<file path="src/rtl/io_hub.sv">
// io_hub: button-gated user input with a debounced handshake, plus a buffered
// output FIFO towards the display. Drives the await stall used by the timer.
module io_hub #(
    parameter int DATA_W     = 32,
    parameter int IN_W       = 14,
    parameter int DEPTH      = 4,
    parameter int DEB_CYCLES = 4,
    parameter int SIGNED_IN  = 0
) (
    input  logic                     clk_i,
    input  logic                     reset_i,
    input  logic                     step_i,
    input  logic                     inop_i,
    input  logic                     outop_i,
    input  logic [DATA_W-1:0]        cpu_data_i,
    input  logic                     bt_i,
    input  logic [IN_W-1:0]          in_i,
    output logic [DATA_W-1:0]        du_o,
    output logic                     await_o,
    output logic                     out_valid_o,
    output logic [DATA_W-1:0]        out_data_o,
    input  logic                     out_ready_i,
    output logic [$clog2(DEPTH):0]   count_o,
    output logic                     full_o
);

    localparam int AW = $clog2(DEPTH);

    typedef enum logic [1:0] {
        IDLE,
        WAIT_PRESS,
        ACK,
        WAIT_REL
    } inState_e;

    logic [DEB_CYCLES-1:0] deb_q;
    logic                  level_q;
    logic                  press;

    inState_e              state_q;
    logic [DATA_W-1:0]     du_q;
    logic [DATA_W-1:0]     inExt;
    logic                  inputStall;

    logic [DATA_W-1:0]     mem_q [DEPTH];
    logic [AW-1:0]         wrPtr_q, wrPtr_d;
    logic [AW-1:0]         rdPtr_q, rdPtr_d;
    logic [AW:0]           count_q, count_d;
    logic [DATA_W-1:0]     outData_q, outData_d;
    logic [DATA_W-1:0]     headNext;
    logic                  full;
    logic                  outValid;
    logic                  push;
    logic                  pop;

    // The level flips the edge after the window is uniform, so this is a single-cycle pulse.
    assign press = (&deb_q) & ~level_q;

    always_ff @(posedge clk_i or posedge reset_i) begin
        if (reset_i) begin
            deb_q   <= '0;
            level_q <= 1'b0;
        end else begin
            deb_q <= {deb_q[DEB_CYCLES-2:0], bt_i};
            if (&deb_q) begin
                level_q <= 1'b1;
            end else if (~|deb_q) begin
                level_q <= 1'b0;
            end
        end
    end

    assign inExt = (SIGNED_IN != 0) ? DATA_W'($signed(in_i)) : DATA_W'(in_i);

    always_ff @(posedge clk_i or posedge reset_i) begin
        if (reset_i) begin
            state_q <= IDLE;
            du_q    <= '0;
        end else begin
            case (state_q)
                IDLE: begin
                    if (inop_i) begin
                        state_q <= WAIT_PRESS;
                    end
                end
                WAIT_PRESS: begin
                    if (press) begin
                        du_q    <= inExt;
                        state_q <= ACK;
                    end
                end
                ACK: begin
                    if (step_i) begin
                        state_q <= WAIT_REL;
                    end
                end
                WAIT_REL: begin
                    if (!level_q) begin
                        state_q <= inop_i ? WAIT_PRESS : IDLE;
                    end
                end
                default: state_q <= IDLE;
            endcase
        end
    end

    // A new IN arriving while the button is still held must not commit on the
    // stale press, so it stalls here and hands over to WAIT_PRESS without a gap.
    assign inputStall = (state_q == WAIT_PRESS) || ((state_q == WAIT_REL) && inop_i);

    assign full     = (count_q == (AW+1)'(DEPTH));
    assign outValid = (count_q != '0);
    assign push     = step_i & outop_i & ~full;
    assign pop      = out_ready_i & outValid;

    always_comb begin
        wrPtr_d   = push ? wrPtr_q + 1'b1 : wrPtr_q;
        rdPtr_d   = pop ? rdPtr_q + 1'b1 : rdPtr_q;
        count_d   = count_q;
        if (push && !pop) begin
            count_d = count_q + 1'b1;
        end else if (pop && !push) begin
            count_d = count_q - 1'b1;
        end
        // The entry becoming head may be the one written this very cycle.
        headNext  = (push && (wrPtr_q == rdPtr_d)) ? cpu_data_i : mem_q[rdPtr_d];
        outData_d = outData_q;
        if (pop || (push && (count_q == '0))) begin
            outData_d = headNext;
        end
    end

    always_ff @(posedge clk_i) begin
        if (push) begin
            mem_q[wrPtr_q] <= cpu_data_i;
        end
    end

    always_ff @(posedge clk_i or posedge reset_i) begin
        if (reset_i) begin
            wrPtr_q   <= '0;
            rdPtr_q   <= '0;
            count_q   <= '0;
            outData_q <= '0;
        end else begin
            wrPtr_q   <= wrPtr_d;
            rdPtr_q   <= rdPtr_d;
            count_q   <= count_d;
            outData_q <= outData_d;
        end
    end

    assign du_o        = du_q;
    assign await_o     = inputStall | (outop_i & full);
    assign out_valid_o = outValid;
    assign out_data_o  = outData_q;
    assign count_o     = count_q;
    assign full_o      = full;

endmodule

</file>
<file path="config.mk">
export PLATFORM = sky130hd
export DESIGN_NAME = io_hub
export DESIGN_NICKNAME = d
export VERILOG_FILES = /design/src/rtl/io_hub.sv
export SDC_FILE = /design/constraint.sdc
export NUM_CORES = 1
export LEC_CHECK = 0
export BUFFER_PORTS_ARGS = -buffer_cell sky130_fd_sc_hd__buf_2
export CAP_MARGIN = 20
export CORE_MARGIN = 5
export CORE_UTILIZATION = 50
export CTS_CLUSTER_DIAMETER = 100
export CTS_CLUSTER_SIZE = 25
export DETAILED_ROUTE_END_ITERATION = 8
export HOLD_SLACK_MARGIN = 0.12
export PLACE_DENSITY = 0.79
export SLEW_MARGIN = 30
export SYNTH_ARGS = -nofsm -noshare
export SYNTH_HDL_FRONTEND = slang
export SYNTH_SLANG_ARGS = --single-unit
</file>
<file path="constraint.sdc">
create_clock -name clk_i -period 4.8 [get_ports clk_i]
set_input_delay 0.48 -clock clk_i [delete_from_list [all_inputs] [get_ports clk_i]]
set_output_delay 0.48 -clock clk_i [all_outputs]
set_load 0.005 [all_outputs]
</file>
# == Yosys cells after proc, flatten, opt, wreduce, memory -nomap -nowiden ==
# Memories as Yosys holds them, arrays and structs flattened. A register that Yosys moved wholly into a read port is not among the register bits.
# Index checks and enable logic that the tools add are counted.
# word_totals
regBits,28
ram_bits,128
out_inout_bits,70
mem_count,1
# op_classes
addsub,4
n_eq_ne,9
muxes,13
bitwise_logic,8
reduce_logical,16
# mem_list
memory,depth,width,read_ports,rd_clocked_by_memory_dff,write_ports,line,rtl
mem_q,4,32,1,1,1,45,logic [DATA_W-1:0] mem_q [DEPTH];
# ops
cell,count
2-bit two-way mux,5
2-bit inequality test (second input constant),5
2-bit case mux with 4 select lines,1
4-bit AND reduction,2
3-bit two-way mux,2
1-bit bitwise AND,5
1-bit two-way mux,5
2-bit by 1-bit adder with 2-bit output (second input constant),2
2-bit equality test (second input constant),2
1-bit logical AND,4
4-bit OR reduction,1
3-bit by 1-bit adder with 3-bit output (second input constant),1
3-bit equality test (second input constant),1
3-bit zero test,1
3-bit nonzero test,1
3-bit by 1-bit subtractor with 3-bit output (second input constant),1
2-bit by 1-bit equality test with 1-bit output (second input constant),1
1-bit zero test,2
2-bit zero test,1
1-bit logical OR,2
1-bit NOT,2
2-bit AND reduction,1
2-bit nonzero test,1
1-bit OR,1

# == Logic depth before layout (Yosys ltp) ==
# Gate-level depths: netlist (run 1).
# logic_depth
word_depth,7
depth_mapped,11

# == Least setup slack after synthesis (run 1) ==
# No wires, ideal clock.
# synth_path
path_kind,register -> register
from,reg count_q[0] (netlist: count_o[0])
to,reg count_q[2] (netlist: count_o[2])
setup_time_ns,0.079
arrival_time_ns,2.318
required_ns,4.721
slack_ns,2.403
stages_incl_launch_ff,12
path_buffers,3
synth_period_minus_slack_ns,2.397
cell_sequence,dfrtp_1 > o31a_1 > buf_2 > clkinv_2 > buf_4 > buf_2 > ha_1 > inv_1 > fa_1 > xor2_1 > nor2_1 > xor2_1
# synth_between
elab_chain_cells,6
word_cells_on_any_way,14
cone_classes,add/sub: 2; eq/ne: 1; mux: 2; bitwise: 3; reduce/logical: 6
# synth_lines
element,line,rtl
start: declaration,48,"logic [AW:0] count_q, count_d;"
start signal: assignment,148,count_q <= count_d;
"parallel branches: the longest is 6 deep, another holds 3-bit by 1-bit subtractor with 3-bit output",--,
# Several ways; the timed one is not identified. The select of a mux whose other input is x is not followed.
# A chain may end at the register's enable or synchronous reset.

# == Worst setup path in the final report (run 1) ==
# Ends and elaborated chain as after synthesis.

==> results of run 1 <==
-- final cells by class --
class                           count  area (sq um)  share of cell area
Tap cell                          225           282              0.0284
Clock buffer                       17           425              0.0429
Inverter                           10          38.8             0.00391
Multi-Input combinational cell    579          3070               0.309
Clock inverter                     15           129              0.0130
Timing Repair Buffer              114           623              0.0629
Sequential cell                   188          5350               0.540
-- cell usage after synthesis, drive strengths merged (5+ instances only) --
| master | instances |
|---|---|
| nand2 | 214 |
| edfxtp | 128 |
| nand3 | 92 |
| nor3 | 61 |
| dfrtp | 60 |
| buf | 48 |
| clkbuf | 32 |
| nor2 | 32 |
| o22ai | 32 |
| a31oi | 30 |
| o211ai | 30 |
| mux2 | 15 |
| ha | 9 |
| inv | 8 |
| mux2i | 8 |
| a21oi | 6 |
| and2 | 5 |
-- state kept, by name, summed over array words and instances (netlist names) --
name,cells
wrPtr_q,2
count_o,3
mem_q,128
level_q,1
state_q,2
rdPtr_q,2
out_data_o,32
du_o,14
deb_q,4
-- power by group --
part	total, uW	switching [uW]	internal [uW]
Sequential	2380	272	2110
Clock	1330	643	684
Combinational	2040	1220	819
Total	5740	2130	3610
-- kinds of logic after synthesis --
group                    Yosys count  synth area share
AO/OA/AOI/OAI                    110            0.0844
XOR/XNOR                           8            0.0111
adder cells (fa/ha/maj)           10            0.0151
multiplexers                      23            0.0283
AND/OR/NAND/NOR                  410             0.200
buffers and inverters             90            0.0528
flip-flops                       188             0.608
other                              1          0.000426
-- worst max-delay path by stage --
stage	start	to	slack [ps]	cells after the start
after floorplan	count_o[0]$_DFFE_PP0P_	count_o[2]$_DFFE_PP0P_	2400	11
after global placement	count_o[0]$_DFFE_PP0P_	count_o[2]$_DFFE_PP0P_	1730	9
after detailed placement	count_o[0]$_DFFE_PP0P_	count_o[2]$_DFFE_PP0P_	1920	9
after CTS	count_o[0]$_DFFE_PP0P_	count_o[2]$_DFFE_PP0P_	1860	9
after global routing	count_o[0]$_DFFE_PP0P_	count_o[2]$_DFFE_PP0P_	1670	9
final	count_o[0]$_DFFE_PP0P_	count_o[2]$_DFFE_PP0P_	1890	9
-- worst max-delay path, cell delays in order (launching register included) --
cell      delay, ps
dfrtp_1         480
o31a_2          400
clkinv_2         80
buf_6           660
ha_1            320
inv_1            60
fa_1            370
xor2_1          150
nor2_1          110
xor2_1          190
-- layout by cell type, fill, tap and decap left out, types with 6 or more instances in the layout --
cell type	Yosys	layout
a31oi_1	30	30
ha_1	9	9
edfxtp_1	128	128
mux2_2	15	15
buf_2	19	104
dfrtp_1	60	59
conb_1	1	18
a21oi_1	6	6
o211ai_1	30	30
nand3_1	92	92
o22ai_1	32	32
nand2_1	214	214
nor2_1	32	32
clkbuf_16	0	17
buf_4	21	7
mux2i_1	8	8
inv_1	8	7
nor3_1	61	61
-- metal layers --
layer / vias to the layer above / part of all wire / GRT usage / wire, um
li1: 3116 / - / - / -
met3: 32 / 0.093 / 0.0589 / 1870
met5: - / 0 / 0 / 0
met4: 0 / 0.015 / 0.0600 / 302
met1: 3137 / 0.39 / 0.249 / 7920
met2: 289 / 0.50 / 0.341 / 10000
-- through the flow --
step / total power (uW) / area, sq um / worst slack, ps / hold WS, ps
5_1_grt: 6120 / 9910 / 1670 / 140
3_5_place_dp: 4430 / 9350 / 1920 / 389
6_report: 5740 / 9910 / 1890 / 143
4_1_cts: 5770 / 9910 / 1860 / 139
3_3_place_gp: 4350 / 9320 / 1730 / 370
2_1_floorplan: 3800 / 8860 / 2400 / 367
==> out/results.tsv, run 1 <==
metric	value	unit
run status	completed	
fillcell total	1436	
reg-to-reg startpoint	count_o[0]$_DFFE_PP0P_	
R2R setup slack	1890	ps
Root Driver	clkbuf_16	
Sum Neg Setup Slack	0	ps
Post-synth ARST share	0.319	
total die area	20300	sq um
final hold viol count	0	
routed wire length	20.1	mm
Inserted Diodes	0	
core area	17300	sq um
PortBufs	104	
hold-fix buffer count after cts	0	
LEAKAGE	0.00391	uW
global-route wire length before repair	32.0	mm
crit start category	flip-flop	
DIE WIDTH	143	um
area growth from synthesis to layout	12.7	%
EDFF count, synth	128	
hpwl dp	11.9	mm
Worst Reg-to-Reg Cells	9	
DR DRC count	0	
Avg Cell Area, Syn	10.5	sq um
WS Path Type	flip-flop to flip-flop	
Area contributors post-synth	edfxtp_1 44%, dfrtp_1 17%, nand2_1 9.1%	
crit share post-route	0.606	
CTS tree	done	
Worst Skew	12.6	ps
area leader, netlist	edfxtp_1	
Synth top area share	0.437	
fmax	344	MHz
Vias	6574	
Worst-path clk slew	70	ps
Layout Cells excl Fill	1148	
crit path DAT	3250	ps
synth unique cells	39	
Reg2Reg Capture Point	count_o[2]$_DFFE_PP0P_	
Avg WL per Cell	17.5	um
Setup crit end kind	flip-flop	
worst min path class	input pin to asynchronous set/reset pin	
Post-Synthesis Cell Area	8790	sq um
gpl congestion	0.780	
Tmin final	2910	ps
number of warnings issued by yosys	0	
via/cell ratio	5.73	
io pins	123	
CTS Sinks	188	
Post-Route Utilization	0.573	
Yosys reg bits	188	
die height	143	um
Initial Util	0.508	
Max Cap Viol	0	
Worst Path Required	5140	ps
Finish-stage setup viols	0	
number of core rows	48	
antenna violations before repair	0	
Post-CTS Setup Inserts	0	
largest net degree at the start of global routing	126	
Clock Latency Late Sink	440	ps
sequential-to-total area share from yosys stat	0.608	
First-pass DRT Iterations	8	
clk buf depth	2	
Routed Antenna Nets	0	
CP max FO	125	
placed cells	1116	
Gate Count Post-Synth	840	
Tot GR Track Use	0.200	
PD cells	579	nW/um^2
Slew Limit Headroom	0.382	
Final Max Tran Viols	0	
Slew @ Worst Pin	927	ps
H-tree depth	4	
Primary FF master, synth	edfxtp_1	
RSZ-0062 raised after global routing	no	
worst vdd ir	379	uV
vias in the first global route	6405	
CTS resizes	0	
grt ovf	0	
layout cells sized above 1	0.185	
DRT iter0 DRCs	494	
Num CTS Buffers	17	
Nets	973	
Power figures use the tool's default switching activity.
==> inputs of run 2 (changes only) <==
Settings changed: ABC_AREA set to 1, PLACE_DENSITY 0.79 to 0.82.
Clock period 4.8 ns to 2.6 ns, I/O delays scaled along.
==> run 2 against run 1 <==
Cell count is 0.17% lower. Setup slack worse by 1700 ps. Sequential cell count stayed put. Critical path type unchanged. Highest routed layer is now met5.
==> out/results.tsv, run 2 <==
metric	value	unit	change
run status	completed		
hpwl dp	11.7	mm	-1.4%
EDFF count, synth	128		unchanged
Hold Path Cell Cnt	3		
Vias	6284		-4.4%
Tmin final	2400	ps	-512 ps
routed wire length	20.8	mm	+3.5%
Nets	974		+0.10%
LEAKAGE	0.00439	uW	+12%
Worst Path Required	2920	ps	-2220 ps
worst min path class	input pin to flip-flop		
number of warnings issued by yosys	0		unchanged
CTS resizes	0		unchanged
CTS tree	done		
Gate Count Post-Synth	765		-8.9%
Avg WL per Cell	18.2	um	+3.7%
Reg2Reg Capture Point	out_data_o[4]$_DFFE_PP0P_		
Post-CTS Setup Inserts	0		unchanged
Max Cap Viol	0		unchanged
Routed Antenna Nets	0		unchanged
H-tree depth	4		unchanged
Worst-path clk slew	70	ps	about the same
Primary FF master, synth	edfxtp_1		
number of core rows	47		-2.1%
reg-to-reg startpoint	count_o[0]$_DFFE_PP0P_		
gpl congestion	0.817		+4.8%
Worst Skew	12.9	ps	+0.274 ps
crit start category	flip-flop		
worst vdd ir	589	uV	+55%
Final Power	10900	uW	+90%
Buffers & Inverters on Critical Path	1		-2
critical path's slowest cell	inv_2		
Avg Cell Area, Syn	10.8	sq um	+3.4%
commonest non-fill, non-tap cell in the layout	nand2_1		
most frequent cells in the layout	200 x nand2_1, 166 x nand3_1, 128 x edfxtp_1		
Num CTS Buffers	17		unchanged
Clock Latency Late Sink	440	ps	about the same
Root Driver	clkbuf_16		
synth unique cells	30		-23%
final hold viol count	0		unchanged
Layout Cells excl Fill	1146		-0.17%
Setup crit end kind	flip-flop		
number of flip-flops in the largest register	128		unchanged
count leader, synth	nand2_1		
Top delay family on crit path	simple AND/OR/NAND/NOR gates		
Largest stage delay, worst path	590	ps	-70 ps
Min-Delay Startpoint	inop_i		
core area	16400	sq um	-5.1%
Worst Reg-to-Reg Cells	11		+2
WS Path Type	flip-flop to flip-flop		
global-route wire length before repair	33.1	mm	+3.4%
placed cells	1064		-4.7%
sequential-to-total area share from yosys stat	0.646		+0.0377
Min Hold Slack	163	ps	+19.9 ps
CTS Sinks	188		unchanged
crit path DAT	2720	ps	-530 ps
CP most frequent cell	nand2_1		
antenna violations before repair	2		+2
area leader, netlist	edfxtp_1		
grt ovf	0		unchanged
sequence of cells on the critical path	nor2_2 -> nand2_4 -> nand2_4 -> nand2_1 -> nand2_2 -> inv_2 -> nand3_1 -> nand2_1 -> nand2_1 -> nand3_1 -> nand2_1		
RSZ-0062 raised after global routing	no		
vias in the first global route	6340		-1.0%
fmax	417	MHz	+21%
Area contributors post-synth	edfxtp_1 46%, dfrtp_1 18%, nand3_1 10%		
hold-fix buffer count after cts	48		+48
area growth from synthesis to layout	20.6	%	
io pins	123		unchanged
Post-Synthesis Cell Area	8280	sq um	-5.8%
Yosys reg bits	188		unchanged
layout cells sized above 1	0.203		+0.0182
Biggest register	mem_q		
die height	139	um	-2.8%
DR DRC count	0		unchanged
DIE WIDTH	139	um	-2.8%
Tot GR Track Use	0.217		+0.0162
Finish-stage setup viols	0		unchanged
PortBufs	104		unchanged
DRT iter0 DRCs	575		+16%
largest net degree at the start of global routing	66		-48%
Final Max Tran Viols	0		unchanged
Sum Neg Setup Slack	0	ps	unchanged
PD cells	1100	nW/um^2	+89%
total die area	19200	sq um	-5.4%
First-pass DRT Iterations	5		-3
commonest cells in the netlist	200 x nand2_1, 166 x nand3_1, 128 x edfxtp_1, 60 x dfrtp_1, 52 x inv_1		
Initial Util	0.505		-0.00377
Post-synth ARST share	0.319		unchanged
Slew @ Worst Pin	833	ps	-94.4 ps
crit share post-route	0.922		+0.316
Hold Crit Endpoint	state_q[0]$_DFFE_PP0P_		
Slew Limit Headroom	0.445		+0.0629
R2R setup slack	200	ps	-1690 ps
via/cell ratio	5.48		-4.2%
clk buf depth	2		unchanged
CP max FO	33		-74%
Synth top area share	0.464		+0.0271
Post-Route Utilization	0.609		+0.0355
run 2: how the worst max path moves through the flow:
stage	depth (start not counted)	end	from	slack (ps)
6_report	11	out_data_o[4]$_DFFE_PP0P_	count_o[0]$_DFFE_PP0P_	200
5_1_grt	11	out_data_o[24]$_DFFE_PP0P_	count_o[0]$_DFFE_PP0P_	6
4_1_cts	11	out_data_o[4]$_DFFE_PP0P_	count_o[0]$_DFFE_PP0P_	220
3_5_place_dp	11	out_data_o[8]$_DFFE_PP0P_	count_o[0]$_DFFE_PP0P_	270
3_3_place_gp	11	out_data_o[27]$_DFFE_PP0P_	count_o[0]$_DFFE_PP0P_	360
2_1_floorplan	7	mem_q[1][0]$_DFFE_PP_	count_o[2]$_DFFE_PP0P_	-450
run 2: metal layers:
metal  up-vias  GRT usage  share of wire
met4         2      0.106          0.030
met5         -          0        0.00034
li1       2875          -              -
met3        50     0.0476          0.081
met2       338      0.364           0.51
met1      3019      0.267           0.38
run 2: cells by family after synthesis:
| group | Yosys count | synth area share |
|---|---|---|
| buf+inv | 118 | 0.0743 |
| xor+xnor | 3 | 0.00317 |
| fa+ha+maj | 10 | 0.0160 |
| flops | 188 | 0.646 |
| compound gates | 12 | 0.00816 |
| mux | 15 | 0.0204 |
| simple gates | 418 | 0.232 |
| other cells | 1 | 0.000453 |
run 2: power by group:
| part | internal (uW) | total [uW] | switching (uW) |
|---|---|---|---|
| Sequential | 3870 | 4200 | 337 |
| Combinational | 1490 | 4340 | 2850 |
| Clock | 1290 | 2390 | 1100 |
| Total | 6650 | 10900 | 4290 |
run 2: worst min-delay path, stage by stage:
cell	delay, ps
buf_2	110
a21oi_1	70
o22ai_1	110
run 2: through the flow:
stage                     setup slack [ps]  area (sq um)
after global placement                 363          8960
after floorplan                       -451          8340
after detailed placement               266          8960
after global routing                  6.02          9980
after CTS                              223          9980
final                                  203          9990
run 2: final cells by class:
class	count	area [sq um]
Multi-Input combinational cell	476	2420
Tap cell	220	275
Fill cell	1254	6420
Clock buffer	22	474
Clock inverter	10	67.6
Inverter	53	199
Sequential cell	188	5350
Antenna cell	2	5.00
Timing Repair Buffer	175	1200
